### src/rtl/slc3_mem_pkg.sv
// Shared types and constants for the SLC-3 memory responder and the datapath.
package slc3_mem_pkg;

    typedef logic [15:0] word_t;

    typedef enum logic [2:0] {
        IDLE,
        RD_ISSUE,
        RD_WAIT,
        WR_ISSUE,
        DONE
    } mem_state_t;

    localparam word_t DEFAULT_IO_ADDR = 16'hFFFF;

    localparam int unsigned CNT_W = 3;
    typedef logic [CNT_W-1:0] cnt_t;

    // RD_WAIT spends one cycle per count value down to and including zero.
    function automatic cnt_t wait_preload(input int unsigned rd_lat);
        return cnt_t'(rd_lat - 1);
    endfunction

endpackage

### src/rtl/mem_wait_counter.sv
// Loadable 3-bit down-counter; stops at zero and flags it.
module mem_wait_counter
    import slc3_mem_pkg::*;
(
    input  logic       Clk,
    input  logic       Reset,
    input  logic       Load,
    input  logic [2:0] D_In,
    output logic       Zero
);

    cnt_t count_q;
    cnt_t count_d;

    always_comb begin
        count_d = count_q;
        if (Load) begin
            count_d = D_In;
        end else if (count_q != '0) begin
            count_d = count_q - 3'd1;
        end
    end

    always_ff @(posedge Clk) begin
        if (Reset) begin
            count_q <= '0;
        end else begin
            count_q <= count_d;
        end
    end

    assign Zero = (count_q == '0);

endmodule

### src/rtl/slc3_mem_responder.sv
// Serves SLC-3 MAR/MDR load/store requests from synchronous SRAM or the switch/hex I/O word,
// acknowledging each with a 4-phase R handshake.
module slc3_mem_responder
    import slc3_mem_pkg::*;
#(
    parameter int unsigned RD_LAT  = 2,
    parameter word_t       IO_ADDR = DEFAULT_IO_ADDR
) (
    input  logic        Clk,
    input  logic        Reset,
    input  logic        MEM_OE,
    input  logic        MEM_WE,
    input  logic [15:0] MAR,
    input  logic [15:0] MDR,
    output logic [15:0] MDR_In,
    output logic        R,
    input  logic [15:0] SW,
    output logic [15:0] HEX,
    output logic [15:0] sram_addr,
    output logic [15:0] sram_wdata,
    output logic        sram_re,
    output logic        sram_we,
    input  logic [15:0] sram_rdata
);

    localparam cnt_t WAIT_PRELOAD = wait_preload(RD_LAT);

    mem_state_t state_q, state_d;
    word_t      addr_d, wdata_d, mdr_in_d, hex_d;
    logic       is_io;
    logic       cnt_load;
    logic       cnt_zero;

    assign is_io = (MAR == IO_ADDR);

    always_comb begin
        state_d  = state_q;
        addr_d   = sram_addr;
        wdata_d  = sram_wdata;
        mdr_in_d = MDR_In;
        hex_d    = HEX;
        cnt_load = 1'b0;

        unique case (state_q)
            IDLE: begin
                // A write wins when both requests are raised together.
                if (MEM_WE) begin
                    addr_d  = MAR;
                    wdata_d = MDR;
                    if (is_io) begin
                        hex_d   = MDR;
                        state_d = DONE;
                    end else begin
                        state_d = WR_ISSUE;
                    end
                end else if (MEM_OE) begin
                    addr_d = MAR;
                    if (is_io) begin
                        mdr_in_d = SW;
                        state_d  = DONE;
                    end else begin
                        state_d = RD_ISSUE;
                    end
                end
            end
            RD_ISSUE: begin
                cnt_load = 1'b1;
                state_d  = RD_WAIT;
            end
            RD_WAIT: begin
                if (cnt_zero) begin
                    mdr_in_d = sram_rdata;
                    state_d  = DONE;
                end
            end
            WR_ISSUE: begin
                state_d = DONE;
            end
            DONE: begin
                // Hold the acknowledge until the requester lets go.
                if (!(MEM_OE || MEM_WE)) begin
                    state_d = IDLE;
                end
            end
            default: begin
                state_d = IDLE;
            end
        endcase
    end

    always_ff @(posedge Clk) begin
        if (Reset) begin
            state_q    <= IDLE;
            sram_addr  <= '0;
            sram_wdata <= '0;
            MDR_In     <= '0;
            HEX        <= '0;
        end else begin
            state_q    <= state_d;
            sram_addr  <= addr_d;
            sram_wdata <= wdata_d;
            MDR_In     <= mdr_in_d;
            HEX        <= hex_d;
        end
    end

    assign sram_re = (state_q == RD_ISSUE);
    assign sram_we = (state_q == WR_ISSUE);
    assign R       = (state_q == DONE);

    mem_wait_counter u_wait_cnt (
        .Clk   (Clk),
        .Reset (Reset),
        .Load  (cnt_load),
        .D_In  (WAIT_PRELOAD),
        .Zero  (cnt_zero)
    );

    strobe_exclusive: assert property (@(posedge Clk) !(sram_re && sram_we));

endmodule

### config.mk
export PLATFORM = sky130hd
export DESIGN_NAME = slc3_mem_responder
export DESIGN_NICKNAME = d
export VERILOG_FILES = /design/src/rtl/slc3_mem_pkg.sv /design/src/rtl/mem_wait_counter.sv /design/src/rtl/slc3_mem_responder.sv
export SDC_FILE = /design/constraint.sdc
export NUM_CORES = 1
export LEC_CHECK = 0
export BUFFER_PORTS_ARGS = -buffer_cell sky130_fd_sc_hd__buf_2
export CAP_MARGIN = 10
export CORE_MARGIN = 2
export CORE_UTILIZATION = 40
export CTS_BUF_LIST = sky130_fd_sc_hd__clkbuf_8 sky130_fd_sc_hd__clkbuf_16
export CTS_CLUSTER_DIAMETER = 120
export DETAILED_ROUTE_END_ITERATION = 8
export PLACE_DENSITY = 0.72
export SYNTH_ARGS = -nofsm -noshare
export SYNTH_HDL_FRONTEND = slang
export SYNTH_HIERARCHICAL = 1
export SYNTH_SLANG_ARGS = --single-unit
### constraint.sdc
create_clock -name Clk -period 1.6 [get_ports Clk]
set_input_delay 0.16 -clock Clk [delete_from_list [all_inputs] [get_ports Clk]]
set_output_delay 0.16 -clock Clk [all_outputs]
set_load 0.05 [all_outputs]
## Word-level counts from Yosys, hierarchy flattened

Cells that the tools add are included.

| word-level totals | value |
|---|---|
| latch bits | 0 |
| bits in registers | 70 |
| input port bits | 68 |
| ROM bits | 0 |
| word-level logic and storage cells | 49 |
| RAM bits | 0 |
| memories kept | 0 |

| operators by class | value |
|---|---|
| $lt $le $gt $ge | 0 |
| bitwise logic cells | 0 |
| reduce and logical (&&, ||, !) cells | 13 |
| $add $sub $neg | 1 |
| muxes and demuxes | 17 |
| equal/unequal tests | 11 |
| $mul | 0 |
| div/mod/pow operators | 0 |
| shifts and indexed selects | 0 |

Operator list:

| operator | count |
|---|---|
| 2-to-1 mux 16 bit | 6 |
| one-hot mux 16 bit (2 select lines) | 1 |
| 2-to-1 mux 3 bit | 6 |
| equality test 16 bit, second input constant | 1 |
| one-hot mux 3 bit (5 select lines) | 1 |
| inequality test 2 bit, second input constant | 5 |
| equality test 3 x 2 -> 1 bit, second input constant | 2 |
| logical NOT 3 bit | 2 |
| AND reduction 3 bit | 2 |
| nonzero test 2 bit | 3 |
| AND reduction 5 bit | 1 |
| AND reduction 2 bit | 2 |
| equality test 3 x 1 -> 1 bit, second input constant | 1 |
| equality test 3 bit, second input constant | 1 |
| 2-to-1 mux 1 bit | 3 |
| inequality test 3 bit, second input constant | 1 |
| nonzero test 3 bit | 1 |
| subtractor 3 x 1 -> 3 bit, second input constant | 1 |
| OR reduction 2 bit | 1 |
| logical OR 1 bit | 1 |

## Longest topological paths before layout

| logic depth | value |
|---|---|
| word-level depth | 5 |
| depth in mapped cells | 9 |
| gate-level depth less buffers | 7 |

## Cells and area by module

The synthesis kept the hierarchy.

Modules (own cells, without submodules):

| module | sequential area each (µm²) | area each (µm²) | times used | cells each |
|---|---|---|---|---|
| slc3_mem_responder | 1341.3 | 2844.0 | 1 | 323 |
| mem_wait_counter | 60.1 | 206.4 | 1 | 22 |

## Least setup slack after synthesis

No wires, ideal clock.

| timing path | value |
|---|---|
| kind | reg-to-reg |
| start point | register state_q[0] |
| end point | register u_wait_cnt.count_q[0] |
| setup slack | -0.955 ns |
| data required time | 1.488 ns |
| buffers on the path | 0 |
| stages on the path, launching flop included | 5 |
| library setup time | 0.112 ns |
| arrival | 2.442 ns |
| cells stage by stage | dfxtp_1 -> inv_1 -> nor3_1 -> nor2b_1 -> a2111oi_1 |

| between the ends | value |
|---|---|
| word-level cells in the longest chain between the ends | 3 |
| elaborated cells between the ends (all ways) | 4 |
| those cells by class | eq/ne (1); mux (2); reduce/logical (1) |

RTL lines:

| what | RTL line | RTL |
|---|---|---|
| from (decl) | slc3_mem_responder.sv:28 | `mem_state_t state_q, state_d;` |
| from (signal assigned) | slc3_mem_responder.sv:99 | `state_q <= state_d;` |
| equality test 3 x 1 -> 1 bit (*) | n/a |  |
| net sram_re | slc3_mem_responder.sv:21 | `output logic sram_re,` |
| 2-to-1 mux 1 bit (*) | slc3_mem_responder.sv:44 | `unique case (state_q)` |
| 2-to-1 mux 1 bit or nonzero test 2 bit (tied branches) | n/a |  |
| to (signal assigned) | mem_wait_counter.sv:28 | `count_q <= count_d;` |
| to (decl) | mem_wait_counter.sv:12 | `cnt_t count_q;` |

The timed path passes the listed nets; every way through them passes the cells marked *.
A chain may end at the register's enable or synchronous reset.

## Worst setup path after layout

| timing path | value |
|---|---|
| start point | register state_q[2] |
| end point | output port R |

| between the ends | value |
|---|---|
| word-level cells in the longest chain between the ends | 1 |

RTL lines:

| what | RTL line | RTL |
|---|---|---|
| equality test 3 bit | slc3_mem_responder.sv:109 | `assign R = (state_q == DONE);` |
| to (decl) | slc3_mem_responder.sv:16 | `output logic R,` |

Every way passes these cells.

==> impl_metrics.env <==
export IMPL_path_buf_inv=3
export IMPL_die_height_um=91.3
export IMPL_n_antenna_cell=0
export IMPL_fin_util_pct=57.8
export IMPL_ys_seq_area_share_pct=45.9
export IMPL_track_usage_pct=19.2
export IMPL_period_needed_ns=1.52
export IMPL_hold_ws_ns=0.0754
export IMPL_antenna_found_initial=0
export IMPL_max_freq_mhz=659
export IMPL_htree_levels=3
export IMPL_dp_hpwl_um=5870
export IMPL_grt_overflow=0
export IMPL_synthFlopType="dfxtp_1"
export IMPL_worstSetupPathType="register to output pin"
export IMPL_clk_latency_ns=0.33
export IMPL_cp_data_arrival_time_ns=1.36
export IMPL_drtIter0Drc=136
export IMPL_synthesis_area_um2=3050
export IMPL_finalClockSkew_ns=0.0128
export IMPL_final_nets=554
export IMPL_synth_largest_area_cell="dfxtp_1"
export IMPL_slew_violations=0
export IMPL_place_port_buffers=134
export IMPL_finalSetupViolCount=0
export IMPL_timing_final_crit_share_pct=94.9
export IMPL_start_kind="register"
export IMPL_irDropWorstVdd_v=0.000740
export IMPL_gp_congestion=0.782
export IMPL_critPathSlowestCell="dfxtp_1"
export IMPL_endpoint_kind="output pin"
export IMPL_worstPathRequired_ns=1.44
export IMPL_yosysWarningCount=6
export IMPL_first_global_vias=2940
export IMPL_ys_async_sr_fraction_pct=0
export IMPL_synth_edf_count=0
export IMPL_worstPathMaxFanout=5
export IMPL_maxCapViolCount=0
export IMPL_final_cell_area_um2=4240
export IMPL_root_buffer="clkbuf_8"
export IMPL_dr_total_vias=3072
export IMPL_synthCells=345
export IMPL_ys_types=41
export IMPL_yosysTopAreaCellShare_pct=45.9
export IMPL_min_path_type="primary input to register"
export IMPL_p_leak_nw=1.84
export IMPL_path_clk_slew_ns=0.08
export IMPL_die_width_um=91.3
export IMPL_syn_area_per_cell_um2=8.84
export IMPL_drc_errors=0
export IMPL_clock_path_buffers=2
export IMPL_place_area_um2=3860
export IMPL_die_area_um2=8340
export IMPL_power_density_nw_per_um2=1780
export IMPL_synth_area_leaders="dfxtp_1, a21oi_1, nand2_1"
export IMPL_crit_family="buffers and inverters"
export IMPL_routed_via_density=5.22
export IMPL_rsz0062_at_grt="no"
export IMPL_drtPass1Iterations=4
export IMPL_wire_per_inst_um=14.3
export IMPL_ys_ff_latch=70
export IMPL_grt_pass1_wl_um=13300
export IMPL_drive_above_1_share_pct=43.1
export IMPL_crit_chain="buf_4 > inv_1 > nor3_2 > buf_2"
export IMPL_wirelength_um=8390
export IMPL_cts_sinks=70
export IMPL_finalHoldViolations=0
export IMPL_status="complete, no violations"
export IMPL_reg2reg_slack_ns=0.09
export IMPL_area_growth_pct=38.9
export IMPL_start_util_pct=41.6
export IMPL_ant_nets=0
export IMPL_fp_row_count=31
export IMPL_numCtsBuffers=9
export IMPL_cts_tree="built"
export IMPL_placeableCoreArea_um2=7330
export IMPL_grt_max_degree=35
export IMPL_io_pins=135
export IMPL_slowest_delay_ns=0.34
[cell type report]
class	count	area [um^2]
Fill cell	654	3090
Multi-Input combinational cell	242	1590
Sequential cell	70	1410
Timing Repair Buffer	155	875
Clock buffer	10	138
Tap cell	99	124
Clock inverter	6	86.3
Inverter	6	22.5
[metrics by stage]
stage	TNS, ns	worst slack, ns	power, W	instances
after global placement	0	0.0708	0.00563	565
after global routing	0	0.00527	0.00798	588
after floorplan	-0.136	-0.0148	0.00489	346
final	0	0.0815	0.00756	588
after CTS	-0.0147	-0.0147	0.00732	582
after detailed placement	-0.0888	-0.0533	0.00572	565
[timing repair]
action / in CTS / in global routing
pin swaps: 0 / 2
buffers inserted: 0 / 5
setup endpoints to repair: 10 / 19
hold buffers: 0 / 0
gates resized for setup: 2 / 23
gates cloned: 1 / 1
[registers in the layout, summed over array words and instances (netlist names)]
register	cells
HEX	16
MDR_In	16
sram_addr	16
sram_wdata	16
state_q	3
u_wait_cnt/count_q	3
[Yosys cell counts, types with 2 or more instances]
master     number
nor2_1          3
a211oi_2       10
ha_1            2
a21oi_1        49
clkbuf_1       14
a2111oi_1       2
nor2b_1         6
mux2i_1        16
nand4_1         3
nand3_1        16
nand2_1        65
nor4b_1         2
o21ai_0         7
a211oi_1       22
inv_1           6
dfxtp_1        70
nor3_1          4
buf_6           5
buf_2          10
o21ai_1        11
conb_1          2
[placed cells by master (no fill, tap or decap), types with 6 or more instances in the layout]
cell      count
buf_2       132
a211oi_2     23
a21oi_1      49
o21ai_1      11
nand3_1      16
a211oi_1      9
o21ai_0       7
nand2_1      65
inv_1         6
mux2i_1      16
dfxtp_1      68
clkbuf_8     10
buf_4        18
nor2b_1       6
[worst reg2reg max path: cells and delay by family (launching register included)]
family                 cells  cell delay, ns
flip-flops                 1            0.43
AO/OA/AOI/OAI              2            0.40
AND/OR/NAND/NOR            2            0.36
buffers and inverters      1            0.19
[worst paths after layout]
path | from | to | cells after the start
setup / recovery | state_q[2]$_SDFFE_PP0P_ | R | 4
hold / removal | MAR[5] | sram_addr[5]$_SDFFE_PP0P_ | 3
setup reg to reg | state_q[1]$_SDFFE_PP0P_ | MDR_In[9]$_SDFFE_PP0P_ | 5
hold reg to reg | sram_wdata[11]$_SDFFE_PP0P_ | sram_wdata[11]$_SDFFE_PP0P_ | 2
[metal layers]
metal | GRT usage (%) | vias to the layer above | wire, um
li1 | - | 1503 | -
met1 | 22.8 | 1458 | 3560
met2 | 33.1 | 101 | 4140
met3 | 4.32 | 10 | 545
met4 | 8.59 | 0 | 135
met5 | 0 | - | 0
[cells by family after synthesis]
family	count (synthesis)	share of synthesized area (%)
AO/OA/AOI/OAI	108	23.5
adder cells (fa/ha/maj)	2	0.820
buffers and inverters	36	6.19
flip-flops	70	45.9
multiplexers	16	5.25
other	2	0.246
AND/OR/NAND/NOR	111	18.1
[where the power goes]
part	leakage (nW)	internal, W	switching (W)	total, W
sequential	0.572	0.00209	0.000216	0.00231
clock	0.118	0.000918	0.000659	0.00158
combinational	1.15	0.00126	0.00241	0.00368
total	1.84	0.00427	0.00329	0.00756
(Power assumes the default switching activity.)
